--- src/rtl/hazard_ctrl_pkg.sv ---
// Shared types for the pipeline hazard sequencer: FSM states, the pipeline
// enable/flush bundle and the canned bundles each hazard response produces.
package hazard_ctrl_pkg;

    typedef enum logic [1:0] {
        RUN      = 2'd0,
        MEM_WAIT = 2'd1,
        ERR      = 2'd2
    } state_e;

    localparam int REG_ZERO = 0;

    typedef struct packed {
        logic pc_we;
        logic if_id_we;
        logic if_id_flush;
        logic id_ex_we;
        logic id_ex_flush;
        logic ex_mem_we;
        logic mem_wb_bubble;
    } pipe_ctl_t;

    localparam pipe_ctl_t CTL_IDLE   = '{1'b0, 1'b0, 1'b0, 1'b0, 1'b0, 1'b0, 1'b0};
    localparam pipe_ctl_t CTL_RUN    = '{1'b1, 1'b1, 1'b0, 1'b1, 1'b0, 1'b1, 1'b0};
    localparam pipe_ctl_t CTL_FREEZE = '{1'b0, 1'b0, 1'b0, 1'b0, 1'b0, 1'b0, 1'b1};
    localparam pipe_ctl_t CTL_BRANCH = '{1'b1, 1'b0, 1'b1, 1'b0, 1'b1, 1'b1, 1'b0};
    localparam pipe_ctl_t CTL_LDUSE  = '{1'b0, 1'b0, 1'b0, 1'b0, 1'b1, 1'b1, 1'b0};

    // A taken branch squashes ID, so a load-use seen there is on the wrong path.
    function automatic pipe_ctl_t run_ctl(input logic branch, input logic load_use);
        if (branch)
            return CTL_BRANCH;
        else if (load_use)
            return CTL_LDUSE;
        else
            return CTL_RUN;
    endfunction

endpackage

--- src/rtl/hazard_ctrl_if.sv ---
// Handshake bundle between the pipeline datapath and the hazard sequencer.
interface hazard_ctrl_if #(
    parameter int REG_AW = 5
) ();
    logic [REG_AW-1:0] id_rs;
    logic [REG_AW-1:0] id_rt;
    logic              id_uses_rt;
    logic              id_ex_memRead;
    logic [REG_AW-1:0] id_ex_rd;
    logic              ex_branch_taken;
    logic              ex_mem_memReq;
    logic              mem_ready;
    logic              pc_we;
    logic              if_id_we;
    logic              if_id_flush;
    logic              id_ex_we;
    logic              id_ex_flush;
    logic              ex_mem_we;
    logic              mem_wb_bubble;
    logic              mem_timeout_err;

    modport master (
        output id_rs, id_rt, id_uses_rt, id_ex_memRead, id_ex_rd,
               ex_branch_taken, ex_mem_memReq, mem_ready,
        input  pc_we, if_id_we, if_id_flush, id_ex_we, id_ex_flush,
               ex_mem_we, mem_wb_bubble, mem_timeout_err
    );

    modport slave (
        input  id_rs, id_rt, id_uses_rt, id_ex_memRead, id_ex_rd,
               ex_branch_taken, ex_mem_memReq, mem_ready,
        output pc_we, if_id_we, if_id_flush, id_ex_we, id_ex_flush,
               ex_mem_we, mem_wb_bubble, mem_timeout_err
    );
endinterface

--- src/rtl/hazard_ctrl_stats.sv ---
// Saturating stall/flush counter pair; only built with HAZARD_CTRL_STATS_EN.
`ifdef HAZARD_CTRL_STATS_EN
module hazard_stats #(
    parameter int CNT_W = 32
) (
    input  logic             clk,
    input  logic             rst_n,
    input  logic             stall_inc,
    input  logic             flush_inc,
    output logic [CNT_W-1:0] stall_cycles,
    output logic [CNT_W-1:0] flush_count
);
    logic [CNT_W-1:0] stall_q, stall_d;
    logic [CNT_W-1:0] flush_q, flush_d;

    always_comb begin
        stall_d = stall_q;
        flush_d = flush_q;
        if (stall_inc && (stall_q != '1))
            stall_d = stall_q + CNT_W'(1);
        if (flush_inc && (flush_q != '1))
            flush_d = flush_q + CNT_W'(1);
    end

    always_ff @(posedge clk or negedge rst_n) begin
        if (!rst_n) begin
            stall_q <= '0;
            flush_q <= '0;
        end else begin
            stall_q <= stall_d;
            flush_q <= flush_d;
        end
    end

    assign stall_cycles = stall_q;
    assign flush_count  = flush_q;
endmodule
`endif

--- src/rtl/hazard_ctrl.sv ---
// 5-stage pipeline sequencer: load-use stalls, branch flushes, data-memory waits
// with timeout. Optional statistics counters under HAZARD_CTRL_STATS_EN.
module hazard_ctrl
    import hazard_ctrl_pkg::*;
#(
    parameter int REG_AW      = 5,
    parameter int MEM_TIMEOUT = 64,
    parameter int CNT_W       = 32
) (
    input  logic             clk,
    input  logic             rst_n,
    hazard_ctrl_if.slave     hif
`ifdef HAZARD_CTRL_STATS_EN
    ,
    output logic [CNT_W-1:0] stall_cycles,
    output logic [CNT_W-1:0] flush_count
`endif
);
    localparam int WCNT_W = $clog2(MEM_TIMEOUT + 1);

    if (MEM_TIMEOUT < 1 || CNT_W < 1) begin : g_bad_param
        $error("hazard_ctrl: MEM_TIMEOUT and CNT_W must be >= 1");
    end

    state_e            state_q, state_d;
    logic [WCNT_W-1:0] wait_cnt_q, wait_cnt_d;
    logic              err_q, err_d;
    pipe_ctl_t         ctl;
    logic              load_use;
    logic              mem_stall;

    assign load_use = hif.id_ex_memRead
                   && (hif.id_ex_rd != REG_AW'(REG_ZERO))
                   && ((hif.id_ex_rd == hif.id_rs)
                       || (hif.id_uses_rt && (hif.id_ex_rd == hif.id_rt)));
    assign mem_stall = hif.ex_mem_memReq && !hif.mem_ready;

    always_comb begin
        state_d    = state_q;
        wait_cnt_d = wait_cnt_q;
        err_d      = err_q;
        ctl        = CTL_IDLE;
        case (state_q)
            RUN: begin
                if (mem_stall) begin
                    ctl        = CTL_FREEZE;
                    state_d    = MEM_WAIT;
                    wait_cnt_d = WCNT_W'(1);
                end else begin
                    ctl = run_ctl(hif.ex_branch_taken, load_use);
                end
            end
            MEM_WAIT: begin
                if (hif.mem_ready) begin
                    ctl        = run_ctl(hif.ex_branch_taken, load_use);
                    state_d    = RUN;
                    wait_cnt_d = '0;
                end else begin
                    ctl = CTL_FREEZE;
                    // Counter stops at MEM_TIMEOUT, so it can never wrap.
                    if (wait_cnt_q == WCNT_W'(MEM_TIMEOUT)) begin
                        state_d = ERR;
                        err_d   = 1'b1;
                    end else begin
                        wait_cnt_d = wait_cnt_q + WCNT_W'(1);
                    end
                end
            end
            ERR:     ctl = CTL_FREEZE;
            default: state_d = RUN;
        endcase
        // Reset is asynchronous, so the outputs must go quiet without waiting for a clock.
        if (!rst_n)
            ctl = CTL_IDLE;
    end

    always_ff @(posedge clk or negedge rst_n) begin
        if (!rst_n) begin
            state_q    <= RUN;
            wait_cnt_q <= '0;
            err_q      <= 1'b0;
        end else begin
            state_q    <= state_d;
            wait_cnt_q <= wait_cnt_d;
            err_q      <= err_d;
        end
    end

    assign hif.pc_we           = ctl.pc_we;
    assign hif.if_id_we        = ctl.if_id_we;
    assign hif.if_id_flush     = ctl.if_id_flush;
    assign hif.id_ex_we        = ctl.id_ex_we;
    assign hif.id_ex_flush     = ctl.id_ex_flush;
    assign hif.ex_mem_we       = ctl.ex_mem_we;
    assign hif.mem_wb_bubble   = ctl.mem_wb_bubble;
    assign hif.mem_timeout_err = err_q;

`ifdef HAZARD_CTRL_STATS_EN
    hazard_stats #(.CNT_W(CNT_W)) u_stats (
        .clk          (clk),
        .rst_n        (rst_n),
        .stall_inc    (!ctl.pc_we),
        .flush_inc    (ctl.if_id_flush),
        .stall_cycles (stall_cycles),
        .flush_count  (flush_count)
    );
`endif
endmodule

--- src/flat_wrapper.sv ---
// flat-port wrapper written by rule: the top's interface ports become plain ports
module hazard_ctrl_flat import hazard_ctrl_pkg::*;
#(
    parameter int REG_AW      = 5,
    parameter int MEM_TIMEOUT = 64,
    parameter int CNT_W       = 32
)
  (clk, rst_n, hif_id_rs, hif_id_rt, hif_id_uses_rt, hif_id_ex_memRead, hif_id_ex_rd, hif_ex_branch_taken, hif_ex_mem_memReq, hif_mem_ready, hif_pc_we, hif_if_id_we, hif_if_id_flush, hif_id_ex_we, hif_id_ex_flush, hif_ex_mem_we, hif_mem_wb_bubble, hif_mem_timeout_err);
  hazard_ctrl_if #(.REG_AW(REG_AW)) hif_i ();
  input  logic clk;
  input  logic rst_n;
  input wire logic [$bits(hif_i.id_rs)-1:0] hif_id_rs;
  input wire logic [$bits(hif_i.id_rt)-1:0] hif_id_rt;
  input wire logic [$bits(hif_i.id_uses_rt)-1:0] hif_id_uses_rt;
  input wire logic [$bits(hif_i.id_ex_memRead)-1:0] hif_id_ex_memRead;
  input wire logic [$bits(hif_i.id_ex_rd)-1:0] hif_id_ex_rd;
  input wire logic [$bits(hif_i.ex_branch_taken)-1:0] hif_ex_branch_taken;
  input wire logic [$bits(hif_i.ex_mem_memReq)-1:0] hif_ex_mem_memReq;
  input wire logic [$bits(hif_i.mem_ready)-1:0] hif_mem_ready;
  output wire logic [$bits(hif_i.pc_we)-1:0] hif_pc_we;
  output wire logic [$bits(hif_i.if_id_we)-1:0] hif_if_id_we;
  output wire logic [$bits(hif_i.if_id_flush)-1:0] hif_if_id_flush;
  output wire logic [$bits(hif_i.id_ex_we)-1:0] hif_id_ex_we;
  output wire logic [$bits(hif_i.id_ex_flush)-1:0] hif_id_ex_flush;
  output wire logic [$bits(hif_i.ex_mem_we)-1:0] hif_ex_mem_we;
  output wire logic [$bits(hif_i.mem_wb_bubble)-1:0] hif_mem_wb_bubble;
  output wire logic [$bits(hif_i.mem_timeout_err)-1:0] hif_mem_timeout_err;
  assign hif_i.id_rs = hif_id_rs;
  assign hif_i.id_rt = hif_id_rt;
  assign hif_i.id_uses_rt = hif_id_uses_rt;
  assign hif_i.id_ex_memRead = hif_id_ex_memRead;
  assign hif_i.id_ex_rd = hif_id_ex_rd;
  assign hif_i.ex_branch_taken = hif_ex_branch_taken;
  assign hif_i.ex_mem_memReq = hif_ex_mem_memReq;
  assign hif_i.mem_ready = hif_mem_ready;
  assign hif_pc_we = hif_i.pc_we;
  assign hif_if_id_we = hif_i.if_id_we;
  assign hif_if_id_flush = hif_i.if_id_flush;
  assign hif_id_ex_we = hif_i.id_ex_we;
  assign hif_id_ex_flush = hif_i.id_ex_flush;
  assign hif_ex_mem_we = hif_i.ex_mem_we;
  assign hif_mem_wb_bubble = hif_i.mem_wb_bubble;
  assign hif_mem_timeout_err = hif_i.mem_timeout_err;
  hazard_ctrl #(.REG_AW(REG_AW), .MEM_TIMEOUT(MEM_TIMEOUT), .CNT_W(CNT_W)) u_core (.clk(clk), .rst_n(rst_n), .hif(hif_i));
endmodule
--- config.mk ---
export PLATFORM = sky130hd
export DESIGN_NAME = hazard_ctrl_flat
export DESIGN_NICKNAME = d
export VERILOG_FILES = /design/src/rtl/hazard_ctrl_pkg.sv /design/src/rtl/hazard_ctrl_if.sv /design/src/rtl/hazard_ctrl_stats.sv /design/src/rtl/hazard_ctrl.sv /design/src/flat_wrapper.sv
export SDC_FILE = /design/constraint.sdc
export NUM_CORES = 1
export LEC_CHECK = 0
export ABC_AREA = 1
export ABC_CLOCK_PERIOD_IN_PS = 1500
export CAP_MARGIN = 10
export CORE_AREA = 2 2 41 43
export CTS_CLUSTER_DIAMETER = 150
export CTS_CLUSTER_SIZE = 16
export DETAILED_ROUTE_END_ITERATION = 10
export DIE_AREA = 0 0 43 45
export DONT_BUFFER_PORTS = 1
export GPL_TIMING_DRIVEN = 0
export HOLD_SLACK_MARGIN = 0.02
export PLACE_DENSITY_LB_ADDON = 0.2
export RECOVER_POWER = 100
export SKIP_LAST_GASP = 1
export SLEW_MARGIN = 20
export SYNTH_ARGS = -nofsm -noshare
export SYNTH_HDL_FRONTEND = slang
export SYNTH_HIERARCHICAL = 1
export SYNTH_SLANG_ARGS = --single-unit
--- constraint.sdc ---
create_clock -name clk -period 1.5 [get_ports clk]
set_input_delay 0.225 -clock clk [delete_from_list [all_inputs] [get_ports clk]]
set_output_delay 0.225 -clock clk [all_outputs]
set_load 0.005 [all_outputs]
==> metrics.cfg <==
[status]
outcome=finished, violations left
failed_checks=setup timing

[sta]
slew_viol_final=0
hold_ws_ns=0.2221
worst_pin_slew_ns=0.4782
fmax_ghz=0.6478
finalSetupViolCount=2
maxSlewHeadroom_pct=68.01
hold_viol=0
fin_crit_ns=1.544
setup_slack_ns=-0.04368
rsz0062_at_grt=true
period_share_pct=102.9
fin_worst_skew_ns=0.005888

[routing]
drt_iter0_markers=12
ant_nets=0
wire_per_inst_um=12.05
vias_per_cell=5.176
drcViolationCount=0
drtPass1Iterations=4
drt_wl_total_um=2049
dr_total_vias=880

[placement]
placed_cells=157
place_ws_ns=0.07234
dpl.hpwl_um=1324
numPortBuffers=0
dpl-instance-area_sq_um=882.1
gp_congestion=0.8615

[floorplanning]
die_area_sq_um=1935
fp.coreArea_sq_um=1471
die_h_um=45
start_util_pct=58.59
die_w_um=43
row_count=14
io_pins=30

[global_routing]
grt_overflow=0
grt_max_degree=11
groute.usage.overall_pct=21.14
grt_pass1_vias=806
grt_pass1_wl_um=3105
antenna_found_initial=0

[synthesis]
ys_ff_latch=10
syn_nets=165
yosysTopAreaCell=dfrtp_1
synth_top_family_by_area=simple AND/OR/NAND/NOR gates
yosysTopAreaCellShare_pct=29.03
synth_compound_area_share_pct=10.74
synth_cell_types=20
synth_fa_ha_area_share_pct=2.903
synth_xor_area_share_pct=1.016
ys_warn_count=6
synthMuxAreaShare_pct=0
syn_avg_cell_area_sq_um=6.114
syn_area_sq_um=862.1
seq_area_frac_synth_pct=29.03
synth_cells=141
synthTopCellsByArea=dfrtp_1, nand2_1, inv_1
yosys.area_share.simple_pct=41.07

[final_layout]
stdcell_count=170
insertedDiodeCount=0
finish.instance_area_sq_um=1023
final_nets=179
drive_above_1_share_pct=19.48
area_delta_synth_final_pct=18.72

[pwr]
ir_drop_v=0.0005502
p_leak_nw=0.5822
p_per_area_nw_per_um2=557.6
power_uw=570.7

[clock_tree]
cts_tree=done
cts_buffer_depth=2
path_clk_slew_ns=0.07
cts_made_buffers=3
cts-root-buf=clkbuf_4
clk_latency_ns=0.26
htree_levels=1
cts_sinks=10

[hold_path]
min_path_type=in -> reg

[worst_setup_path]
cp_max_fo=4
crit_required_ns=1.27
critPathLaunchType=register
endpoint_kind=primary output
crit_type=reg -> out
cp.arrival_ns=1.32

[run]
maxCapViolations=0

-- sequential cells by signal, indices dropped and copies added (netlist names) --
signal                      flops
u_core/state_q                  2
u_core/hif.mem_timeout_err      1
u_core/wait_cnt_q               7
-- layout by cell type, fill, tap and decap left out, drive strengths merged --
cell,instances
a21oi,2
buf,8
clkbuf,4
dfrtp,10
dlygate4sd3,1
ha,2
inv,33
nand2,46
nand3,11
nand4,6
nor2,15
nor3,2
o21ai,12
o21bai,1
xnor2,1
-- logic make-up after synthesis --
logic type | count (synthesis)
AOI/OAI and AO/OA | 15
xor gates and xnor gates | 1
adders and majority gates | 2
buffers and inverters | 34
DFF | 10
and+or+nand+nor | 79
-- cells in the mapped netlist --
| master | count |
|---|---|
| nand2_1 | 45 |
| inv_1 | 29 |
| nor2_1 | 14 |
| dfrtp_1 | 10 |
| nand3_1 | 8 |
| o21ai_0 | 7 |
| nand4_1 | 6 |
| inv_2 | 4 |
| o21ai_2 | 4 |
| a21oi_1 | 2 |
| ha_1 | 2 |
| nor3_1 | 2 |
| buf_4 | 1 |
| nand2_2 | 1 |
| nand3_2 | 1 |
| nand3_4 | 1 |
| nor2_4 | 1 |
| o21ai_1 | 1 |
| o21bai_1 | 1 |
| xnor2_1 | 1 |
-- final cells by class --
class | count | area, sq um
Tap cell | 16 | 20.02
Inverter | 33 | 123.9
Fill cell | 135 | 447.9
Buffer | 1 | 7.507
Sequential cell | 10 | 251.5
Multi-Input combinational cell | 98 | 509.2
Timing Repair Buffer | 8 | 75.07
Clock buffer | 4 | 36.28
-- routing by layer --
layer  vias to the layer above  GRT usage, %  part of all wire [%]
met5                         -             0                     0
met4                         0         3.636                     0
met3                         0         8.000                   5.5
met2                        26         36.97                    49
met1                       396         25.38                    46
li1                        458             -                     -
-- critical path, stage by stage (launching register included) --
cell and delay [ns]:
dfrtp_2 0.45, nor3_4 0.23, o21ai_2 0.12, nor2_2 0.13, buf_4 0.13
-- power breakdown --
part | switching [mW] | leakage [nW] | internal, mW
combinational | 0.0393 | 0.453 | 0.0219
sequential | 0 | 0.108 | 0.269
clock | 0.0926 | 0.0210 | 0.147
total | 0.132 | 0.582 | 0.439
-- per-stage QoR --
stage	TNS [ns]	utilization, %
after detailed placement	0	59.95
after global placement	0	59.95
after global routing	-0.2982	69.56
after CTS	-0.009210	65.99
after floorplan	0	-
final	-0.05753	69.56
-- final timing paths --
kind                       slack (ns)                  startpoint  depth (start not counted)                          to
setup / recovery                -0.04           u_core/state_q[1]                          4                hif_if_id_we
max in group asynchronous        0.80                       rst_n                          1           u_core/state_q[1]
min in group asynchronous        0.35                       rst_n                          1        u_core/wait_cnt_q[3]
setup reg to reg                 0.06        u_core/wait_cnt_q[0]                          8        u_core/wait_cnt_q[6]
hold reg to reg                  0.51  u_core/hif.mem_timeout_err                          2  u_core/hif.mem_timeout_err
hold / removal                   0.22               hif_mem_ready                          3        u_core/wait_cnt_q[0]
-- timing repair --
action / in CTS / in global routing
cloned: 0 / 1
setup endpoints to repair: 4 / 8
resized for setup: 6 / 1
pin swaps: 5 / 3
hold buffers: 1 / 0
buffers inserted: 3 / 4
hold endpoints to repair: 10 / 0
(Power assumes the default switching activity.)
